<file path="config.mk">
export PLATFORM = sky130hd
export DESIGN_NAME = ternary_seq_multiplier
export DESIGN_NICKNAME = d
export VERILOG_FILES = /design/src/rtl/ternary_pkg.sv /design/src/rtl/ternary_row_mac.sv /design/src/rtl/ternary_seq_multiplier.sv
export SDC_FILE = /design/constraint.sdc
export NUM_CORES = 1
export LEC_CHECK = 0
export ABC_AREA = 1
export CORE_ASPECT_RATIO = 2
export CORE_MARGIN = 1.5
export CORE_UTILIZATION = 45
export CTS_CLUSTER_SIZE = 28
export DETAILED_ROUTE_END_ITERATION = 10
export DONT_BUFFER_PORTS = 1
export HOLD_SLACK_MARGIN = 0.06
export PLACE_DENSITY_LB_ADDON = 0.2
export SYNTH_ARGS = -nofsm -noshare
export SYNTH_HDL_FRONTEND = slang
export SYNTH_HIERARCHICAL = 1
export SYNTH_SLANG_ARGS = --single-unit
</file>
<file path="constraint.sdc">
create_clock -name clk -period 15.1 [get_ports clk]
set_input_delay 1.51 -clock clk [delete_from_list [all_inputs] [get_ports clk]]
set_output_delay 1.51 -clock clk [all_outputs]
set_load 0.01 [all_outputs]
</file>
<file path="src/rtl/ternary_pkg.sv">
// Shared unbalanced-ternary definitions: trit encodings, a validity check,
// and a digit/carry split for small per-position sums.
package ternary_pkg;

  localparam logic [1:0] TRIT_0   = 2'b00;
  localparam logic [1:0] TRIT_1   = 2'b01;
  localparam logic [1:0] TRIT_2   = 2'b10;
  localparam logic [1:0] TRIT_INV = 2'b11;

  // One ternary position after reduction: the digit kept here and the carry
  // passed to the next position up.
  typedef struct packed {
    logic [1:0] carry;
    logic [1:0] digit;
  } trit_split_t;

  function automatic logic trit_valid(input logic [1:0] t);
    return t != TRIT_INV;
  endfunction

  // A position sum is at most 2 (acc) + 4 (digit product) + 2 (carry) = 8,
  // so the carry never exceeds 2 and a small table is enough.
  function automatic trit_split_t trit_split(input logic [3:0] s);
    trit_split_t r;
    case (s)
      4'd0:    r = '{carry: TRIT_0, digit: TRIT_0};
      4'd1:    r = '{carry: TRIT_0, digit: TRIT_1};
      4'd2:    r = '{carry: TRIT_0, digit: TRIT_2};
      4'd3:    r = '{carry: TRIT_1, digit: TRIT_0};
      4'd4:    r = '{carry: TRIT_1, digit: TRIT_1};
      4'd5:    r = '{carry: TRIT_1, digit: TRIT_2};
      4'd6:    r = '{carry: TRIT_2, digit: TRIT_0};
      4'd7:    r = '{carry: TRIT_2, digit: TRIT_1};
      4'd8:    r = '{carry: TRIT_2, digit: TRIT_2};
      default: r = '{carry: TRIT_0, digit: TRIT_0};
    endcase
    return r;
  endfunction

endpackage

</file>
<file path="src/rtl/ternary_row_mac.sv">
// Combinational row step: sum = acc + a * m * 3^shift, all in ternary.
// a is N trits, m is one trit, acc/sum are 2N trits.
module ternary_row_mac
  import ternary_pkg::*;
#(
  parameter int N  = 4,
  parameter int SW = 3
) (
  input  logic [2*N-1:0] a,
  input  logic [1:0]     m,
  input  logic [SW-1:0]  shift,
  input  logic [4*N-1:0] acc,
  output logic [4*N-1:0] sum
);

  logic [3:0]  p;
  logic [1:0]  carry;
  trit_split_t split;

  // Single ripple over the accumulator: each position adds its shifted
  // digit product and the incoming carry, then splits into digit/carry.
  always_comb begin
    // NOTE: every variable gets a default before the loop so no path leaves
    // it unassigned, which would otherwise infer a latch.
    sum   = '0;
    carry = TRIT_0;
    p     = '0;
    split = '0;
    for (int j = 0; j < 2*N; j++) begin
      p = '0;
      for (int k = 0; k < N; k++) begin
        if (int'(shift) + k == j) p = 4'(a[2*k +: 2]) * 4'(m);
      end
      split          = trit_split(4'(acc[2*j +: 2]) + p + 4'(carry));
      sum[2*j +: 2]  = split.digit;
      carry          = split.carry;
    end
  end

endmodule

</file>
<file path="src/rtl/ternary_seq_multiplier.sv">
// Sequential N x N trit multiplier: one multiplier trit per clock, LSB first,
// accumulated into a 2N-trit ternary register. Invalid trits short-circuit
// to an error result with no iterations.
module ternary_seq_multiplier
  import ternary_pkg::*;
#(
  parameter int N = 4
) (
  input  logic           clk,
  input  logic           rst,
  input  logic           start,
  input  logic [2*N-1:0] a,
  input  logic [2*N-1:0] b,
  output logic           ready,
  output logic           done,
  output logic [4*N-1:0] product,
  output logic           err
);

  localparam int CW = $clog2(N) + 1;

  typedef enum logic [1:0] {IDLE, BUSY, DONE} state_t;

  state_t         state;
  logic [2*N-1:0] a_q;
  logic [2*N-1:0] b_q;
  logic [4*N-1:0] acc;
  logic [CW-1:0]  cnt;
  logic           inv_q;

  logic           operands_ok;
  logic [1:0]     b_trit;
  logic [4*N-1:0] acc_next;

  // Validity of the operands presented on the ports, captured at accept.
  always_comb begin
    operands_ok = 1'b1;
    for (int i = 0; i < N; i++) begin
      if (!trit_valid(a[2*i +: 2]) || !trit_valid(b[2*i +: 2])) operands_ok = 1'b0;
    end
  end

  // Multiplier trit selected by the iteration counter.
  always_comb begin
    b_trit = TRIT_0;
    for (int i = 0; i < N; i++) begin
      if (cnt == CW'(i)) b_trit = b_q[2*i +: 2];
    end
  end

  ternary_row_mac #(
    .N  (N),
    .SW (CW)
  ) u_row_mac (
    .a     (a_q),
    .m     (b_trit),
    .shift (cnt),
    .acc   (acc),
    .sum   (acc_next)
  );

  // Control FSM with registered outputs. BUSY runs cnt = 0..N-1 as
  // iterations and publishes the result on the cnt == N cycle, giving
  // done N+1 edges after accept. Invalid operands jump cnt straight to N.
  always_ff @(posedge clk) begin
    // NOTE: sequential state uses non-blocking assignments so every register
    // samples pre-edge values regardless of statement order.
    if (rst) begin
      state   <= IDLE;
      ready   <= 1'b1;
      done    <= 1'b0;
      err     <= 1'b0;
      product <= '0;
      acc     <= '0;
      a_q     <= '0;
      b_q     <= '0;
      cnt     <= '0;
      inv_q   <= 1'b0;
    end else begin
      case (state)
        IDLE, DONE: begin
          done <= 1'b0;
          if (start) begin
            a_q   <= a;
            b_q   <= b;
            inv_q <= !operands_ok;
            acc   <= '0;
            cnt   <= '0;
            ready <= 1'b0;
            state <= BUSY;
          end else begin
            ready <= 1'b1;
            state <= IDLE;
          end
        end
        BUSY: begin
          if (cnt == CW'(N)) begin
            product <= inv_q ? '0 : acc;
            err     <= inv_q;
            done    <= 1'b1;
            ready   <= 1'b1;
            state   <= DONE;
          end else if (inv_q) begin
            cnt <= CW'(N);
          end else begin
            acc <= acc_next;
            cnt <= cnt + CW'(1);
          end
        end
        default: begin
          ready <= 1'b1;
          done  <= 1'b0;
          state <= IDLE;
        end
      endcase
    end
  end

endmodule

</file>
==> results.toml <==
[power]
p_int_uw = 420
p_leak_uw = 0.00302
power_uw = 728
clkPwrFrac = 0.270
ir_drop_v = 0.000103
combPwrFrac = 0.488
p_per_area_nw_per_um2 = 118
pwr-share-seq = 0.242
p_switching_uw = 308
p_sw_frac = 0.423

[detailed_routing]
dr.pass1.iters = 5
drc = 0
wl_per_cell_um = 16.3
drtIter0Drc = 207
via_per_inst = 5.42
antenna_left = 0
totalWireLength_mm = 16.8
detailroute.via_count = 5584

[final_layout]
final_common_cell = "nand2_1"
syn2layout_area_growth_pct = 12.1
fin_area_um2 = 6190
antenna_cells = 0
final_cell_mix = "nand2_1, inv_1, nor2_1"
drive_gt1_frac = 0.156
layout.nets = 957

[synthesis]
synth_area_um2 = 5530
synth_top_family_by_area = "simple AND/OR/NAND/NOR gates"
ys_warn_count = 6
synth_area_per_cell_um2 = 6.35
synth_xor_area_frac = 0.00453
syn-instance-count = 870
synth.area.top_cells = "dfxtp_1, nand2_1, inv_1"
synth_cell_type_count = 44
synth_simple_gate_area_frac = 0.348
ys.flop_type = "dfxtp_1"
yosysTopAreaCell = "dfxtp_1"
synth-seq-area-share = 0.207
synth_compound_gate_area_share = 0.154
synth_fa_ha_area_frac = 0.161
synthMuxAreaShare = 0
ys_ff_latch = 57
synth_top_area_share = 0.207
synth_edf_count = 0
synth_nets = 947
synthArstFlopShare = 0

[setup_path]
worstPathArrival_ns = 14.61
crit_path_end_kind = "flip-flop"
critPathSlowestCell = "fa_2"
r2r_slack_ns = 0.76
worstPathRequired_ns = 15.37
cp_top_family = "adder cells"
path_buf_inv = 22
cp_max_fo = 8
slowest_delay_ns = 0.59
path_class = "reg2reg"
cp-start-kind = "flip-flop"

[placed_design]
placed_area_um2 = 5650
io_buffer_count = 0
place_congestion = 0.981
dp_hpwl_mm = 13.5

[floorplan]
rows = 57
die_h_um = 160
dieArea_um2 = 13000
placeableCoreArea_um2 = 12100
die_width_um = 81.4
initial_core_util = 0.458
io_pins = 38

[clock_tree]
cts_max_level = 3
postCtsHoldBufs = 0
cts_tree = "built"
root_buffer = "clkbuf_16"
clk_latency_ns = 0.33
cts_made_buffers = 9
cts.sinks = 57
path_clk_slew_ns = 0.05
clockBufferDepth = 2

[global_routing]
grt.overflow.total = 0
grt_max_degree = 32
grt_pass1_wl_mm = 26.3
antenna_found_initial = 0
track_usage = 0.267
first_global_vias = 5475

[run_status]
status = "finished clean"

[timing]
maxSlewViolCount = 0
max_freq_mhz = 69.7
hold_viol = 0
fin_crit_sh = 0.950
tightest_slew_ns = 0.851
slew-limit-headroom = 0.432
setup_violations = 0
period_minus_slack_ns = 14.34
clock_skew_ns = 0.00677

[worst_hold_path]
hp-class = "reg2reg"

[run]
max_cap_viol_count = 0
[worst reg2reg max path: cells and delay by family, from the launching register on]
family	cells	cell delay [ns]
flops	1	0.32
buf+inv	22	1.47
simple gates	31	2.56
compound gates	6	0.79
fa+ha+maj	25	9.15
[through the flow]
stage               utilization  setup TNS, ns  instances  hold slack [ns]  setup WS, ns
floorplan                     -              0        870            0.447          1.07
global placement          0.469              0       1006            0.455         0.409
detailed placement        0.469              0       1006            0.463         0.240
CTS                       0.493              0       1021            0.475         0.204
global route              0.514        -0.0969       1031            0.495       -0.0678
finish                    0.514              0       1031            0.469         0.756
[sequential cells by signal (all words and copies together) (netlist names), 2 cells and up]
signal,flops
cnt,3
a_q,8
product,16
state,2
b_q,8
acc,16
[cell families (layout without fill, tap and decap cells)]
kind of cell,count (synthesis),count (layout)
and+or+nand+nor,440,440
buffers and inverters,168,182
AOI/OAI and AO/OA,145,145
adders and majority gates,58,58
DFF,57,57
xor gates and xnor gates,2,2
[power by group through the flow]
stage / clock (uW) / combinational, uW / sequential (uW)
after floorplan: 0 / 255 / 175
after global placement: 0 / 324 / 179
after detailed placement: 0 / 322 / 179
after CTS: 199 / 326 / 176
after global routing: 206 / 401 / 178
final: 197 / 355 / 176
[Yosys cell counts, types with 2 or more instances]
cell      count
a21o_1        2
a21oi_1      42
a221oi_1      2
a22oi_1       5
a31oi_1       3
buf_2         4
buf_4         2
buf_6         5
clkbuf_1     10
dfxtp_1      57
fa_1         22
ha_1         36
inv_1       138
inv_2         5
nand2_1     223
nand2_2      17
nand3_1      76
nand4_1       5
nor2_1       91
nor2_2        5
nor2_4        3
nor2_8        2
nor3_1        8
nor3_2        2
o211ai_1      4
o21a_1        2
o21ai_0      60
o21ai_1       2
o21ai_2       9
o221ai_1     11
or2_2         4
[what timing repair did]
| action | 4_1_cts | 5_1_grt |
|---|---|---|
| resized for setup | 0 | 62 |
| setup endpoints to repair | 0 | 2 |
| buffers inserted | 0 | 10 |
[worst paths after layout]
| path | start | depth (start not counted) | endpoint |
|---|---|---|---|
| setup reg to reg | cnt[0]$_SDFFE_PP0P_ | 84 | acc[15]$_SDFFE_PP0P_ |
| hold / removal | b_q[4]$_SDFFE_PP0P_ | 2 | b_q[4]$_SDFFE_PP0P_ |
| setup / recovery | cnt[0]$_SDFFE_PP0P_ | 84 | acc[15]$_SDFFE_PP0P_ |
| hold reg to reg | b_q[4]$_SDFFE_PP0P_ | 2 | b_q[4]$_SDFFE_PP0P_ |
[routing by layer]
layer	wire length (um)	global-route usage
met1	5930	0.253
met2	9370	0.500
met3	479	0.0423
met4	1050	0.169
met5	0	0
[final cells by class]
class                           instances  area (um2)
Sequential cell                        57        1140
Tap cell                              147         184
Clock inverter                          6        60.1
Fill cell                            1309        5860
Inverter                              145         551
Clock buffer                            9         225
Multi-Input combinational cell        645        3860
Timing Repair Buffer                   22         173
Note: power is estimated with default switching activity, not from simulation.
